==> src/rtl/sha_pkg.sv <==
// SHA-256 message padder shared definitions.
//   pad_state_e     : padder FSM encoding (fill from user, pad internally, wait on core)
//   SHA_* constants : block geometry, padding marker, length field width
package sha_pkg;

  localparam int SHA_WORD_W      = 32;
  localparam int SHA_BLOCK_WORDS = 16;
  localparam int SHA_BLOCK_W     = SHA_WORD_W * SHA_BLOCK_WORDS;
  localparam int SHA_LEN_FIELD_W = 64;

  localparam logic [SHA_WORD_W-1:0] SHA_PAD_MARKER = 32'h8000_0000;

  typedef enum logic [1:0] {
    ST_FILL = 2'd0,
    ST_PAD  = 2'd1,
    ST_WAIT = 2'd2
  } pad_state_e;

endpackage

==> src/rtl/sha_last_word_pad.sv <==
// Final-word formatter for the SHA-256 padder.
//   i_word       : final message word, byte0 in [31:24]
//   i_last_bytes : valid bytes, 00=4, 01=1, 10=2, 11=3 (left-justified)
//   o_word       : word with stale bytes cleared and the 0x80 marker placed
//                  right after the last valid byte (unchanged when 4 bytes)
//   o_bits       : number of valid message bits in the word (8..32)
module sha_last_word_pad
  import sha_pkg::*;
(
  input  logic [SHA_WORD_W-1:0] i_word,
  input  logic [1:0]            i_last_bytes,
  output logic [SHA_WORD_W-1:0] o_word,
  output logic [5:0]            o_bits
);

  always_comb begin
    o_word = i_word;
    o_bits = 6'd32;
    case (i_last_bytes)
      2'b01: begin
        o_word = {i_word[31:24], 24'h80_0000};
        o_bits = 6'd8;
      end
      2'b10: begin
        o_word = {i_word[31:16], 16'h8000};
        o_bits = 6'd16;
      end
      2'b11: begin
        o_word = {i_word[31:8], 8'h80};
        o_bits = 6'd24;
      end
      default: begin
        o_word = i_word;
        o_bits = 6'd32;
      end
    endcase
  end

endmodule

==> src/rtl/sha_msg_padder.sv <==
// SHA-256 message padder / block feeder.
// Collects 32-bit big-endian message words into a 16-word block, appends
// the 0x80 marker, zero fill and the 64-bit bit length, and hands each block
// to the hash core with a level start held until the core's done pulse.
//   usr_clk, usr_reset        : clock, synchronous active-high reset
//   i_word/i_word_valid/o_word_ready/i_last/i_last_bytes : message input
//   o_block                   : 512-bit block, word0 in [511:480]
//   o_start                   : block ready (core start), held until i_core_done
//   o_first_block/o_last_block: block position within the message
//   i_core_done               : one-cycle pulse when the core finishes a block
module sha_msg_padder
  import sha_pkg::*;
#(
  parameter int LEN_W = 64
) (
  input  logic                   usr_clk,
  input  logic                   usr_reset,
  input  logic [SHA_WORD_W-1:0]  i_word,
  input  logic                   i_word_valid,
  output logic                   o_word_ready,
  input  logic                   i_last,
  input  logic [1:0]             i_last_bytes,
  output logic [SHA_BLOCK_W-1:0] o_block,
  output logic                   o_start,
  output logic                   o_first_block,
  output logic                   o_last_block,
  input  logic                   i_core_done
);

  pad_state_e state_q, state_d;
  logic [0:SHA_BLOCK_WORDS-1][SHA_WORD_W-1:0] blk_q, blk_d;
  logic [3:0]       idx_q, idx_d;
  logic [LEN_W-1:0] len_q, len_d;
  // marker_done: 0x80 marker has been written for the current message
  // len_ok     : length may go into words 14/15 of the block being built
  // msg_end    : final message word accepted, padding still owed
  logic             marker_done_q, marker_done_d;
  logic             len_ok_q, len_ok_d;
  logic             msg_end_q, msg_end_d;
  logic             first_q, first_d;
  logic             last_q, last_d;
  logic             start_q, start_d;

  logic                  wr_en;
  logic [SHA_WORD_W-1:0] wr_word;
  logic [SHA_WORD_W-1:0] lw_word;
  logic [5:0]            lw_bits;
  logic [SHA_LEN_FIELD_W-1:0] len64;

  sha_last_word_pad u_last_pad (
    .i_word       (i_word),
    .i_last_bytes (i_last_bytes),
    .o_word       (lw_word),
    .o_bits       (lw_bits)
  );

  // Length counter zero-extended into the 64-bit length field.
  always_comb begin
    len64 = '0;
    len64[LEN_W-1:0] = len_q;
  end

  always_comb begin
    state_d       = state_q;
    blk_d         = blk_q;
    idx_d         = idx_q;
    len_d         = len_q;
    marker_done_d = marker_done_q;
    len_ok_d      = len_ok_q;
    msg_end_d     = msg_end_q;
    first_d       = first_q;
    last_d        = last_q;
    start_d       = 1'b0;
    wr_en         = 1'b0;
    wr_word       = '0;

    case (state_q)
      ST_FILL: begin
        if (i_word_valid) begin
          wr_en = 1'b1;
          idx_d = idx_q + 4'd1;
          if (!i_last) begin
            wr_word = i_word;
            len_d   = len_q + LEN_W'(32);
            if (idx_q == 4'd15) state_d = ST_WAIT;
          end else begin
            wr_word   = lw_word;
            len_d     = len_q + LEN_W'(lw_bits);
            msg_end_d = 1'b1;
            if (lw_bits != 6'd32) begin
              // Partial word carries the marker; length fits here only if
              // two words remain after it.
              marker_done_d = 1'b1;
              if (idx_q <= 4'd13) len_ok_d = 1'b1;
            end else begin
              marker_done_d = 1'b0;
            end
            state_d = (idx_q == 4'd15) ? ST_WAIT : ST_PAD;
          end
        end
      end

      ST_PAD: begin
        wr_en = 1'b1;
        idx_d = idx_q + 4'd1;
        if (!marker_done_q) begin
          wr_word       = SHA_PAD_MARKER;
          marker_done_d = 1'b1;
          if (idx_q <= 4'd13) len_ok_d = 1'b1;
        end else if (idx_q == 4'd14 && len_ok_q) begin
          wr_word = len64[63:32];
        end else if (idx_q == 4'd15 && len_ok_q) begin
          wr_word = len64[31:0];
          last_d  = 1'b1;
        end else begin
          wr_word = '0;
        end
        if (idx_q == 4'd15) state_d = ST_WAIT;
      end

      ST_WAIT: begin
        if (i_core_done) begin
          first_d = 1'b0;
          idx_d   = '0;
          last_d  = 1'b0;
          if (last_q) begin
            state_d       = ST_FILL;
            len_d         = '0;
            marker_done_d = 1'b0;
            len_ok_d      = 1'b0;
            msg_end_d     = 1'b0;
            first_d       = 1'b1;
          end else if (msg_end_q) begin
            // Padding spilled past this block: marker already placed means
            // the next block is zeros plus length; otherwise the marker
            // opens the next block.
            state_d = ST_PAD;
            if (marker_done_q) len_ok_d = 1'b1;
          end else begin
            state_d = ST_FILL;
          end
        end else begin
          start_d = 1'b1;
        end
      end

      default: state_d = ST_FILL;
    endcase

    if (wr_en) blk_d[idx_q] = wr_word;
  end

  always_ff @(posedge usr_clk) begin
    if (usr_reset) begin
      state_q       <= ST_FILL;
      blk_q         <= '0;
      idx_q         <= '0;
      len_q         <= '0;
      marker_done_q <= 1'b0;
      len_ok_q      <= 1'b0;
      msg_end_q     <= 1'b0;
      first_q       <= 1'b1;
      last_q        <= 1'b0;
      start_q       <= 1'b0;
    end else begin
      state_q       <= state_d;
      blk_q         <= blk_d;
      idx_q         <= idx_d;
      len_q         <= len_d;
      marker_done_q <= marker_done_d;
      len_ok_q      <= len_ok_d;
      msg_end_q     <= msg_end_d;
      first_q       <= first_d;
      last_q        <= last_d;
      start_q       <= start_d;
    end
  end

  assign o_word_ready  = (state_q == ST_FILL);
  assign o_block       = blk_q;
  assign o_start       = start_q;
  assign o_first_block = first_q;
  assign o_last_block  = last_q;

endmodule
==> config.mk <==
export PLATFORM = sky130hd
export DESIGN_NAME = sha_msg_padder
export DESIGN_NICKNAME = d
export VERILOG_FILES = /design/src/rtl/sha_pkg.sv /design/src/rtl/sha_last_word_pad.sv /design/src/rtl/sha_msg_padder.sv
export SDC_FILE = /design/constraint.sdc
export NUM_CORES = 1
export LEC_CHECK = 0
export CAP_MARGIN = 20
export CORE_MARGIN = 4
export CORE_UTILIZATION = 40
export DETAILED_ROUTE_END_ITERATION = 7
export PLACE_DENSITY = 0.75
export SETUP_SLACK_MARGIN = 0.3
export SLEW_MARGIN = 5
export SYNTH_ARGS = -nofsm -noshare
export SYNTH_HDL_FRONTEND = slang
export SYNTH_SLANG_ARGS = --single-unit
==> constraint.sdc <==
create_clock -name usr_clk -period 5.6 [get_ports usr_clk]
set_clock_uncertainty 0.15 [all_clocks]
set_input_delay 1.12 -clock usr_clk [delete_from_list [all_inputs] [get_ports usr_clk]]
set_output_delay 1.12 -clock usr_clk [all_outputs]
set_load 0.005 [all_outputs]
Word level (Yosys, flattened, before mapping)
Index checks and enable logic that the tools add are counted.
{"block": "classes", "n_reduce_logical": 16, "bitwise_logic": 2, "n_eq_ne": 19, "n_mux": 55, "addsub": 3, "magnitude_cmp": 3}
{"op": "$bwmux 512", "n": 1}
{"op": "$mux 64", "n": 4}
{"op": "$mux 32", "n": 5}
{"op": "$demux 32 s4", "n": 1}
{"op": "$pmux 64 s2", "n": 1}
{"op": "$pmux 24 s3", "n": 1}
{"op": "$add 64x6->64", "n": 1}
{"op": "$add 64x6->64 const B", "n": 1}
{"op": "$pmux 32 s2", "n": 1}
{"op": "$mux 1", "n": 25}
{"op": "$mux 24", "n": 1}
{"op": "$pmux 6 s3", "n": 1}
{"op": "$reduce_and 5->1", "n": 3}
{"op": "$ne 2x2->1 const B", "n": 7}
{"op": "$pmux 4 s3", "n": 1}
{"op": "$mux 2", "n": 5}
{"op": "$eq 4x4->1 const B", "n": 2}
{"op": "$mux 4", "n": 2}
{"op": "$reduce_and 8->1", "n": 1}
{"op": "$eq 2x2->1 const B", "n": 3}
{"op": "$ne 3x3->1 const B", "n": 2}
{"op": "$ne 6x6->1 const B", "n": 1}
{"op": "$pmux 1 s2", "n": 3}
{"op": "$pmux 1 s3", "n": 2}
{"op": "other kinds (17)", "n": 23}
{"block": "word_totals", "inputBits": 39, "ff_bits": 588, "out_inout_bits": 516, "elab_cells": 123}

Longest topological paths before layout
Gate-level depths: netlist (run 1).
{"block": "logic_depth", "word_depth": 7, "mapped_depth": 10, "depth_no_buf": 7}

Cells and area by module
Synthesis (run 1) repeated with hierarchy kept, for this count alone.
{"block": "hier_totals", "cells_unflattened": 2454, "hier_area_um2": 22405.2}
{"module": "sha_msg_padder", "area_each_um2": 22128.7, "cells_per_inst": 2410, "seq_area_each_um2": 11771.3, "instances": 1}
{"module": "sha_last_word_pad", "area_each_um2": 276.5, "cells_per_inst": 44, "seq_area_each_um2": 0.0, "instances": 1}

Worst setup path before layout (run 1)
OpenSTA, ideal clock, no wires.
{"block": "synth_path", "kind": "in2reg", "from": "in i_last_bytes[0]", "to": "reg len_q[57] (netlist: len64[57])", "setup_time_ns": 0.070, "stages": 9, "path_slack_ns": 2.443, "t_required_ns": 5.380, "arrival_time_ns": 2.936, "cell_sequence": "clkbuf_1 > ha_1 > fa_1 > a21oi_1 > o2bb2ai_1 > nand4_1 > buf_2 > or3_1 > a21oi_1"}
{"block": "synth_via", "elab_chain_len": 6}
{"item": "start, declared", "line": "sha_msg_padder.sv:22", "source": "input logic [1:0] i_last_bytes,"}
{"item": "$eq 2x2->1 / $eq 2x1->1 (equally long branches)", "line": "sha_last_word_pad.sv:19", "source": "case (i_last_bytes)"}
{"item": "$pmux 6 s3 *", "line": "sha_last_word_pad.sv:19"}
{"item": "$add 64x6->64 *", "line": "sha_msg_padder.sv:88", "source": "len_d = len_q + LEN_W'(lw_bits);"}
{"item": "$mux 64 *", "line": "sha_msg_padder.sv:82", "source": "if (!i_last) begin"}
{"item": "$mux 64 *", "line": "sha_msg_padder.sv:79", "source": "if (i_word_valid) begin"}
{"item": "$pmux 64 s2 *", "line": "sha_msg_padder.sv:77", "source": "case (state_q)"}
{"item": "end signal, assigned", "line": "sha_msg_padder.sv:169", "source": "len_q <= len_d;"}
{"item": "end, declared", "line": "sha_msg_padder.sv:33", "source": "logic [LEN_W-1:0] len_q, len_d;"}
Every way passes the cells marked *; elsewhere a longest branch is shown, timed or not. The select of a mux whose other input is x is not followed.
A chain may end at the register's enable or synchronous reset.

Worst setup path after layout (run 1)
{"block": "layout_path", "from": "in i_last_bytes[1]", "to": "reg len_q[60] (netlist: len64[60])"}
The elaborated chain is that of the path after synthesis.

==> metrics.md, run 1 <==
| Metric | Value |
|---|---|
| Die area | `0.0568 mm²` |
| Switching share of power | `0.242` |
| Peak supply drop | `between 0.2 and 0.3 mV` |
| Number of flops mapped to enable cells by yosys | `0` |
| Site Rows | `84` |
| Max_cap viols | `0` |
| Pleak | `~9.2 nW` |
| Worst-path clk slew | `about 0.060 ns` |
| Initial antenna violation count | `1` |
| Logic pwr share | `0.083` |
| Net count after synthesis | `roughly 2,300` |
| First-pass GRT wire length | `115,000 µm` |
| Final core utilization | `0.559` |
| Core area | `about 0.053 mm²` |
| Synth top area cells | `dfxtp_1 (55%), a211oi_1 (18%), nor2_1 (10%)` |
| Die W | `238 µm` |
| Cell variety after synth | `54` |
| GPL Wtd Cong | `0.919` |
| Flop pwr share | `0.478` |
| Family with the most delay on the worst path | `simple AND/OR/NAND/NOR gates` |
| Hold Crit Start | `o_block[411]$_SDFFE_PP0P_` |
| Detail Route Antenna Nets | `0` |
| Top_reg_cell synth | `dfxtp_1` |
| Die H | `~240 µm` |
| Int Power | `slightly below 7 mW` |
| Max stage delay on crit path | `around 0.65 ns` |
| Initial drt markers | `between 1,500 and 2,000` |
| CTS tree | `built` |
| Post-synth top area cell | `dfxtp_1` |
| Cell count after synthesis | `2,283` |
| Worst endpoint data arrival time | `just over 4 ns` |
| I/O pin count | `between 500 and 600` |
| Critical path required time | `around 6.0 ns` |
| Area Growth Syn to Fin | `38.3%` |
| Critical path depth in cells | `8` |
| Max FO, Critical Path | `15` |
| Hold Path End | `o_block[411]$_SDFFE_PP0P_` |
| Slew @ Worst Pin | `about 1.4 ns` |
| Psw | `roughly 2.2 mW` |
| Post-CTS sizing | `0` |
| Hold Fails Final Rpt | `0` |
| Synth top area share | `0.552` |
| Via-per-instance ratio | `between 5 and 6` |
| Total grt overflow | `0` |
| Hold path depth | `2` |
| HPWL Detailed | `around 54,000 µm` |
| Power Density | `307 mW/mm²` |
| Final cycle utilization of the critical path | `0.671` |
| Worst path slowest cell | `clkdlybuf4s50_1` |
| Clock share of power | `0.439` |
| Diodes inserted | `0` |
| Final non-filler cell total | `3,466` |
| Maximum clock frequency | `approximately 270 MHz` |
| Buf+Inv Stages, Crit Path | `1` |
| Final wirelength | `about 78,000 µm` |
| Number of setup buffers added after CTS | `0` |
| Worst Setup Start Kind | `input port` |
| Worst path cell trace | `clkdlybuf4s50_1, nor2_1, ha_1, nand3_1, a31oi_1, nand4_1, or3_1, a21oi_1` |
| Setup TNS | `0 ns` |
| Nets | `2,787` |
| Initial core utilization | `0.404` |
| # port buffers | `554` |
| R2r setup slk | `between 2 and 2.5 ns` |
| Placed insts | `between 3,000 and 4,000` |
| Largest net degree at the start of global routing | `230` |
| H-tree levels | `2` |
| Pins Over Slew Limit | `0` |
| FF-to-FF Start | `state_q[1]$_SDFFE_PP0P_` |
| Vias in the first global route | `18,200` |
| Crit path launch | `i_last_bytes[1]` |
| Vias | `19,700` |
| Seq/Total Area, Yosys | `0.552` |
| GRT Total Usage | `0.259` |
| Router iterations before antenna repair | `6` |
| CTS Root Cell | `clkbuf_16` |
| Yosys warns | `0` |
| Final setup fails | `0` |
| Worst skew pair latency | `between 0.6 and 0.7 ns` |
| Synthesized area per cell | `9.30 µm²` |
| Outcome | `completed` |
| Fraction of registers with async set/reset | `0` |
| Worst r2r dst | `o_block[496]$_SDFFE_PP0P_` |
| #FFs+latches synth | `roughly 600` |
| HP Class | `reg -> reg` |
| DRC viols | `0` |
| Synth cell count leaders | `dfxtp_1 (585), nor2_1 (564), a211oi_1 (513)` |
| CTS buffer count | `59` |
| Longest Clk Path Bufs | `3` |
| Unrepaired setup endpoints after global routing | `false` |
| TritonCTS sink count | `roughly 590` |
| Layout cells sized above 1 | `0.0695` |
| Fin crit period | `3.76 ns` |
| Worst setup EP type | `register` |
| Top-count cell post-synth | `dfxtp_1` |
| Crit Path Category | `in -> reg` |
| Post-Syn Area | `around 0.021 mm²` |
| Relative slew slack | `0.0994` |
| R2R depth | `9` |
| Wire length per cell | `22.6 µm` |
| Hold_buf cts | `0` |
## tightest hold or removal path, delay by kind of cell, from the launching register on
kind | cells | cell delay, ns
AND/OR/NAND/NOR | 1 | 0.09
flip-flops | 1 | 0.30
AO/OA/AOI/OAI | 1 | 0.05
## layer usage
metal	wire length (µm)	vias up	track usage
li1	-	9163	-
met1	32300	9471	0.343
met2	36200	926	0.418
met3	7010	161	0.0595
met4	2780	2	0.0915
met5	13	-	0
## worst max-delay path by stage
stage | slack, ns | endpoint
5_1_grt | 1.57 | len64[62]$_SDFFE_PP0P_
6_report | 1.84 | len64[60]$_SDFFE_PP0P_
2_1_floorplan | 2.44 | len64[57]$_SDFFE_PP0P_
4_1_cts | 1.93 | len64[56]$_SDFFE_PP0P_
3_5_place_dp | 1.28 | len64[56]$_SDFFE_PP0P_
3_3_place_gp | 1.38 | len64[60]$_SDFFE_PP0P_
## layout make-up
class | count | area (µm²)
clock buffers | 90 | 1780
well taps | 688 | 861
fillers | 4451 | 23200
inverters | 10 | 37.5
flip-flops and latches | 585 | 11700
multi-input cells | 1469 | 8780
repair buffers | 609 | 6010
clock inverters | 15 | 171
## through the flow
| step | area (µm²) | setup WS [ns] | hold slack (ns) | power [mW] |
|---|---|---|---|---|
| after global routing | 29400 | 1.57 | 0.365 | 9.29 |
| final | 29400 | 1.84 | 0.345 | 9.01 |
| after floorplan | 21200 | 2.44 | 0.308 | 4.74 |
| after global placement | 27400 | 1.38 | 0.303 | 5.12 |
| after CTS | 29400 | 1.93 | 0.348 | 9.07 |
| after detailed placement | 27400 | 1.28 | 0.340 | 5.14 |
## sequential cells by signal (all words and copies together), names as in the netlist
register	count
idx_q	4
len64	61
len_ok_q	1
marker_done_q	1
msg_end_q	1
o_block	512
o_first_block	1
o_last_block	1
o_start	1
state_q	2
## power by group through the flow
stage | combinational (mW) | clock [mW] | sequential, mW
floorplan | 0.342 | 0 | 4.40
global placement | 0.729 | 0 | 4.39
detailed placement | 0.743 | 0 | 4.40
CTS | 0.746 | 4.02 | 4.31
global route | 0.801 | 4.18 | 4.32
finish | 0.751 | 3.96 | 4.31
## cell usage in the layout (no fill, tap or decap), drive strengths merged, types with 20 or more instances in the layout
master / instances
dfxtp: 585
nor2: 566
clkdlybuf4s50: 553
a211oi: 514
clkbuf: 90
a21oi: 60
buf: 56
o21ai: 48
nand2: 39
or3: 33
nand4: 32
nand3: 20
## cells by family (layout without fill, tap and decap cells)
family,count (synthesis),after routing,share of synthesized area
AO/OA/AOI/OAI,685,685,0.233
XOR/XNOR,20,20,0.00825
adder cells (fa/ha/maj),14,14,0.00861
buffers and inverters,229,724,0.0451
flip-flops,585,585,0.552
multiplexers,4,4,0.00189
AND/OR/NAND/NOR,746,746,0.152
Note: power is estimated with default switching activity, not from simulation.
==> run 2: changes to the inputs <==
--- a/config.mk
+++ b/config.mk
@@ -9,7 +9,7 @@
 export CORE_MARGIN = 4
 export CORE_UTILIZATION = 40
 export DETAILED_ROUTE_END_ITERATION = 7
-export PLACE_DENSITY = 0.75
+export PLACE_DENSITY = 0.77
 export SETUP_SLACK_MARGIN = 0.3
 export SLEW_MARGIN = 5
 export SYNTH_ARGS = -nofsm -noshare
==> constraint.sdc (replaced) <==
create_clock -name usr_clk -period 3.4 [get_ports usr_clk]
set_clock_uncertainty 0.15 [all_clocks]
set_input_delay 0.68 -clock usr_clk [delete_from_list [all_inputs] [get_ports usr_clk]]
set_output_delay 0.68 -clock usr_clk [all_outputs]
set_load 0.005 [all_outputs]
==> run 2 against run 1 <==
  * Non-clock buffer count grew 30
  * Critical endpoint is now o_block[207]$_SDFFE_PP0P_
  * First-iteration DRC count grew 7.7%
  * Count of clock-buffer cells in the layout shrank 6
==> metrics.md, run 2 (synthesized netlist as in run 1, its figures left out) <==
| Metric | Value |
|---|---|
| Power Density | `521 mW/mm² (was 307 mW/mm²)` |
| Final setup fails | `0 (unchanged)` |
| Fillers | `4,327 (was 4,451)` |
| CTS Root Cell | `clkbuf_16 (unchanged)` |
| Outcome | `completed (unchanged)` |
| Detail Route Antenna Nets | `0 (unchanged)` |
| Int Power | `12.0 mW (was 6.83 mW)` |
| TritonCTS sink count | `585 (unchanged)` |
| GPL Wtd Cong | `0.951 (was 0.919)` |
| Worst skew pair latency | `0.61 ns (was 0.63 ns)` |
| Maximum clock frequency | `334 MHz` |
| Longest Clk Path Bufs | `3 (unchanged)` |
| Final wirelength | `79,100 µm (was 78,400 µm)` |
| Vias in the first global route | `18,400 (was 18,200)` |
| Nets | `2,817 (was 2,787)` |
| Worst-path clk slew | `0.06 ns (about the same)` |
| Hold Path End | `o_first_block$_SDFFE_PP1P_ (was o_block[411]$_SDFFE_PP0P_)` |
| Crit Path Category | `reg -> reg (was in -> reg)` |
| Max FO, Critical Path | `20 (was 15)` |
| Worst Setup Start Kind | `register (was input port)` |
| Peak supply drop | `0.419 mV (was 0.271 mV)` |
| Psw | `3.71 mW (was 2.18 mW)` |
| Die area | `0.0568 mm² (unchanged)` |
| R2r setup slk | `0.41 ns (was 2.24 ns)` |
| Pins Over Slew Limit | `0 (unchanged)` |
| Initial core utilization | `0.404 (unchanged)` |
| Logic pwr share | `0.083 (about the same)` |
| Most frequent cells in the layout | `dfxtp_1 (585), nor2_1 (554), clkdlybuf4s50_1 (553) (unchanged)` |
| Hold Fails Final Rpt | `0 (unchanged)` |
| Initial drt markers | `1,627 (was 1,510)` |
| Commonest non-fill, non-tap cell in the layout | `dfxtp_1 (unchanged)` |
| Fin crit period | `approximately 3 ns` |
| Die H | `238 µm (unchanged)` |
| Worst endpoint data arrival time | `3.29 ns (was 4.14 ns)` |
| H-tree levels | `2 (unchanged)` |
| Die W | `238 µm (unchanged)` |
| CTS tree | `built (unchanged)` |
| Multi-input logic area | `0.00878 mm² (unchanged)` |
| Worst r2r dst | `o_block[207]$_SDFFE_PP0P_ (was o_block[496]$_SDFFE_PP0P_)` |
| Hold path depth | `1 (was 2)` |
| HPWL Detailed | `54,500 µm (was 54,300 µm)` |
| FF-to-FF Start | `idx_q[0]$_SDFFE_PP0P_ (was state_q[1]$_SDFFE_PP0P_)` |
| Relative slew slack | `0.294 (was 0.0994)` |
| Setup TNS | `0 ns (unchanged)` |
| Unrepaired setup endpoints after global routing | `false (unchanged)` |
| Site Rows | `84 (unchanged)` |
| I/O pin count | `555 (unchanged)` |
| Area Growth Syn to Fin | `42.1% (was 38.3%)` |
| Max FFs per register | `512 (unchanged)` |
| HP Class | `reg -> reg (unchanged)` |
| Final core utilization | `0.574 (was 0.559)` |
| Critical path required time | `3.69 ns (was 5.98 ns)` |
| Hold Crit Start | `o_first_block$_SDFFE_PP1P_ (was o_block[411]$_SDFFE_PP0P_)` |
| Largest net degree at the start of global routing | `141 (was 230)` |
| GRT Total Usage | `0.259 (about the same)` |
| Flop pwr share | `0.452 (was 0.478)` |
| Layout cells sized above 1 | `0.0853 (was 0.0695)` |
| FF+latch area | `0.0117 mm² (unchanged)` |
| Fin Hold WS | `0.329 ns (was 0.345 ns)` |
| Pleak | `9.61 nW (was 9.24 nW)` |
| Core area | `0.0526 mm² (unchanged)` |
| Switching share of power | `0.237 (was 0.242)` |
| CTS buffer count | `59 (unchanged)` |
| Vias | `19,800 (was 19,700)` |
| Max_cap viols | `0 (unchanged)` |
| Total grt overflow | `0 (unchanged)` |
| Worst setup EP type | `register (unchanged)` |
| Hold_buf cts | `0 (unchanged)` |
| Via-per-instance ratio | `5.66 (was 5.69)` |
| Final cycle utilization of the critical path | `0.881` |
| Wire length per cell | `22.6 µm (about the same)` |
| DRC viols | `0 (unchanged)` |
| Initial antenna violation count | `0 (was 1)` |
| Clock share of power | `0.466 (was 0.439)` |
| # port buffers | `554 (unchanged)` |
| First-pass GRT wire length | `116,000 µm (was 115,000 µm)` |
| Slew @ Worst Pin | `1.05 ns (was 1.35 ns)` |
| R2R depth | `6 (was 9)` |
| Router iterations before antenna repair | `7 (was 6)` |
==> run 2: metal layers <==
metal | global-route usage | vias to the layer above | part of all wire
li1 | - | 9212 | -
met1 | 0.342 | 9511 | 0.41
met2 | 0.421 | 942 | 0.46
met3 | 0.0565 | 161 | 0.089
met4 | 0.0934 | 0 | 0.038
met5 | 0 | - | 0
==> run 2: worst max-delay path by stage <==
stage	startpoint	to	slack, ns	cells after the start
5_1_grt	idx_q[0]$_SDFFE_PP0P_	o_block[207]$_SDFFE_PP0P_	0.31	6
2_1_floorplan	i_last_bytes[0]	len64[57]$_SDFFE_PP0P_	0.68	9
4_1_cts	idx_q[0]$_SDFFE_PP0P_	o_block[94]$_SDFFE_PP0P_	0.38	7
6_report	idx_q[0]$_SDFFE_PP0P_	o_block[207]$_SDFFE_PP0P_	0.41	6
3_5_place_dp	i_last_bytes[0]	len64[50]$_SDFFE_PP0P_	0.02	10
3_3_place_gp	i_last_bytes[0]	len64[28]$_SDFFE_PP0P_	0.12	10
==> run 2: per-stage QoR <==
stage	total power [mW]	instances	setup slack, ns	area, µm²
finish	15.7	3504	0.406	30200
global route	16.1	3503	0.311	30100
CTS	15.8	3502	0.379	30100
detailed placement	8.52	3390	0.0226	27900
global placement	8.48	3390	0.119	27900
floorplan	7.80	2283	0.683	21200
==> run 2: critical path: stages (launching register included) <==
cell,delay (ns)
dfxtp_1,0.41
inv_1,0.13
ha_1,0.26
and4_1,0.39
and2_4,0.35
a221oi_4,0.90
a211oi_1,0.21
==> run 2: timing repair <==
item | CTS | global route
gates resized for setup | 0 | 3
hold endpoints to repair | 0 | 0
setup endpoints to repair | 0 | 32
setup buffers | 0 | 1
==> run 2: cell type report <==
type	count	area share
repair buffers	639	0.216
clock buffers	84	0.0598
diodes	1	0.0000830
flip-flops and latches	585	0.388
multi-input cells	1469	0.291
inverters	10	0.00124
clock inverters	28	0.0148
well taps	688	0.0286
==> run 2: power groups by stage <==
stage / sequential [mW] / combinational, mW / clock, mW
6_report: 7.09 / 1.30 / 7.32
3_3_place_gp: 7.23 / 1.25 / 0
4_1_cts: 7.09 / 1.29 / 7.40
2_1_floorplan: 7.24 / 0.564 / 0
3_5_place_dp: 7.24 / 1.28 / 0
5_1_grt: 7.10 / 1.37 / 7.66
==> run 3: changes to the inputs <==
--- a/config.mk
+++ b/config.mk
@@ -6,7 +6,6 @@
 export NUM_CORES = 1
 export LEC_CHECK = 0
 export CAP_MARGIN = 20
-export CORE_MARGIN = 4
 export CORE_UTILIZATION = 40
 export DETAILED_ROUTE_END_ITERATION = 7
 export PLACE_DENSITY = 0.77
==> run 3 against run 2 <==
  * Sequential cell count stayed put
  * Die area is 5.0% lower
  * Final cell count is 0.23% higher
  * Maximum frequency is 1.5% higher
  * Design area is 0.63% lower
  * Critical path depth is 2 higher
  * First-iteration DRC count is 15% lower
  * Non-clock buffer count is 12 higher
  * Sequential power hardly changed
  * Critical endpoint is now o_block[267]$_SDFFE_PP0P_
  * Clock power is 9.6% lower
  * Combinational power hardly changed
  * Count of clock-buffer cells in the layout is 1 higher
==> metrics.md, run 3 (synthesized netlist as in run 1, its figures left out) <==
| Metric | Value |
|---|---|
| Outcome | `completed (unchanged)` |
| Fillers | `4,374 (was 4,327)` |
| CP dominant cell by count | `buf_4` |
| Worst skew pair latency | `0.61 ns (about the same)` |
| Hold path depth | `1 (unchanged)` |
| Worst r2r dst | `o_block[267]$_SDFFE_PP0P_ (was o_block[207]$_SDFFE_PP0P_)` |
| Maximum clock frequency | `339 MHz (was 334 MHz)` |
| Overall Power | `15.0 mW (was 15.7 mW)` |
| H-tree levels | `2 (unchanged)` |
| Hold_buf cts | `0 (unchanged)` |
| Max stage delay on crit path | `0.49 ns (was 0.90 ns)` |
| Relative slew slack | `0.379 (was 0.294)` |
| HP Class | `reg -> reg (unchanged)` |
| CTS Root Cell | `clkbuf_16 (unchanged)` |
| Diodes inserted | `0 (was 1)` |
| Family with the most delay on the worst path | `buffers and inverters (was compound AO/OA/AOI/OAI gates)` |
| R2r setup slk | `0.45 ns (was 0.41 ns)` |
| Vias | `19,700 (was 19,800)` |
| Max FFs per register | `512 (unchanged)` |
| TritonCTS sink count | `585 (unchanged)` |
| CTS tree | `built (unchanged)` |
| Commonest non-fill, non-tap cell in the layout | `dfxtp_1 (unchanged)` |
| Unrepaired setup endpoints after global routing | `false (unchanged)` |
| Final setup fails | `0 (unchanged)` |
| GRT Total Usage | `0.272 (was 0.259)` |
| Die H | `232 µm (was 238 µm)` |
| Worst Setup Start Kind | `register (unchanged)` |
| Worst setup EP type | `register (unchanged)` |
| Hold Crit Start | `o_first_block$_SDFFE_PP1P_ (unchanged)` |
| DRC viols | `0 (unchanged)` |
| Vias in the first global route | `18,300 (was 18,400)` |
| GPL Wtd Cong | `0.911 (was 0.951)` |
| Final non-filler cell total | `3,512 (was 3,504)` |
| FF+latch area | `0.0117 mm² (unchanged)` |
| # port buffers | `554 (unchanged)` |
| Worst-path clk slew | `0.06 ns (about the same)` |
| Final cycle utilization of the critical path | `0.868 (was 0.881)` |
| Site Rows | `84 (unchanged)` |
| Final wirelength | `76,900 µm (was 79,100 µm)` |
| Peak supply drop | `0.369 mV (was 0.419 mV)` |
| Layout cells sized above 1 | `0.0843 (was 0.0853)` |
| Max FO, Critical Path | `14 (was 20)` |
| Via-per-instance ratio | `5.62 (was 5.66)` |
| Slew @ Worst Pin | `0.926 ns (was 1.05 ns)` |
| Nets | `2,828 (was 2,817)` |
| Critical path depth in cells | `8 (was 6)` |
| Hold Path End | `o_first_block$_SDFFE_PP1P_ (unchanged)` |
| Total grt overflow | `0 (unchanged)` |
| CTS buffer count | `58 (was 59)` |
| Most frequent cells in the layout | `dfxtp_1 (585), nor2_1 (554), clkdlybuf4s50_1 (553) (unchanged)` |
| I/O pin count | `555 (unchanged)` |
| Worst endpoint data arrival time | `3.27 ns (was 3.29 ns)` |
| Initial antenna violation count | `2 (was 0)` |
| Core area | `0.0524 mm² (was 0.0526 mm²)` |
| Fin crit period | `2.95 ns (was 2.99 ns)` |
| Power Density | `501 mW/mm² (was 521 mW/mm²)` |
| Setup TNS | `0 ns (unchanged)` |
| Die W | `232 µm (was 238 µm)` |
| Die area | `0.0540 mm² (was 0.0568 mm²)` |
| Largest net degree at the start of global routing | `166 (was 141)` |
| Crit Path Category | `reg -> reg (unchanged)` |
| Pins Over Slew Limit | `0 (unchanged)` |
| First-pass GRT wire length | `113,000 µm (was 116,000 µm)` |
| Area Growth Syn to Fin | `41.2% (was 42.1%)` |
| Initial core utilization | `0.405 (was 0.404)` |
| Initial drt markers | `1,384 (was 1,627)` |
| Placed insts | `3,403 (was 3,390)` |
| Wire length per cell | `21.9 µm (was 22.6 µm)` |
| HPWL Detailed | `53,200 µm (was 54,500 µm)` |
| Buf+Inv Stages, Crit Path | `3 (was 1)` |
| Detail Route Antenna Nets | `0 (unchanged)` |
| Router iterations before antenna repair | `7 (unchanged)` |
| Multi-input logic area | `0.00878 mm² (unchanged)` |
| Critical path required time | `3.72 ns (was 3.69 ns)` |
| FF-to-FF Start | `state_q[1]$_SDFFE_PP0P_ (was idx_q[0]$_SDFFE_PP0P_)` |
| Hold Fails Final Rpt | `0 (unchanged)` |
| Max_cap viols | `0 (unchanged)` |
| Pleak | `9.52 nW (was 9.61 nW)` |
| R2R depth | `8 (was 6)` |
| Longest Clk Path Bufs | `3 (unchanged)` |
| Worst path slowest cell | `a222oi_1 (was a221oi_4)` |
| Worst path cell trace | `inv_1, ha_1, and2_4, and3_2, buf_4, a222oi_1, buf_4, a211oi_1 (was inv_1, ha_1, and4_1, and2_4, a221oi_4, a211oi_1)` |
==> run 3: cell type report <==
type | count | area share
Sequential cell | 585 | 0.391
Multi-Input combinational cell | 1469 | 0.293
Timing Repair Buffer | 651 | 0.220
Clock buffer | 85 | 0.0565
Tap cell | 688 | 0.0287
Clock inverter | 24 | 0.00944
Inverter | 10 | 0.00125
==> run 3: worst max-delay path by stage <==
stage | from | endpoint | slack (ns)
3_3_place_gp | i_last_bytes[0] | len64[29]$_SDFFE_PP0P_ | 0.16
5_1_grt | state_q[1]$_SDFFE_PP0P_ | o_block[363]$_SDFFE_PP0P_ | 0.33
2_1_floorplan | i_last_bytes[0] | len64[57]$_SDFFE_PP0P_ | 0.68
6_report | state_q[1]$_SDFFE_PP0P_ | o_block[267]$_SDFFE_PP0P_ | 0.45
4_1_cts | state_q[1]$_SDFFE_PP0P_ | o_block[494]$_SDFFE_PP0P_ | 0.41
3_5_place_dp | i_last_bytes[0] | len64[29]$_SDFFE_PP0P_ | 0.14
==> run 3: where the power goes <==
part / leakage [nW] / total (mW) / internal, mW / switching [mW]
Clock: 0.970 / 6.62 / 3.84 / 2.78
Combinational: 3.82 / 1.29 / 0.520 / 0.768
Sequential: 4.72 / 7.09 / 7.00 / 0.0878
Total: 9.52 / 15.0 / 11.4 / 3.64
==> run 3: stage by stage <==
stage	utilization	hold WS (ns)	setup slack, ns	instance area, µm²
finish	0.571	0.334	0.450	30000
CTS	0.571	0.337	0.415	30000
global placement	0.534	0.303	0.160	28000
detailed placement	0.534	0.323	0.137	28000
global route	0.571	0.363	0.333	30000
floorplan	-	0.308	0.683	21200
==> run 3: layer usage <==
metal,GRT usage,part of all wire,vias up
met5,0,0.00016,-
met4,0.0863,0.031,2
met3,0.0613,0.082,144
met2,0.453,0.47,864
met1,0.346,0.41,9501
li1,-,-,9232
==> run 3: repair_timing <==
action | CTS | global route
buffers inserted | 0 | 0
resized for setup | 0 | 1
setup endpoints to repair | 0 | 32
==> run 3: worst reg2reg max path, delay by kind of cell (launching register included) <==
family | cells | cell delay (ns)
buf+inv | 3 | 0.70
compound gates | 2 | 0.63
simple gates | 2 | 0.62
flops | 1 | 0.40
fa+ha+maj | 1 | 0.31
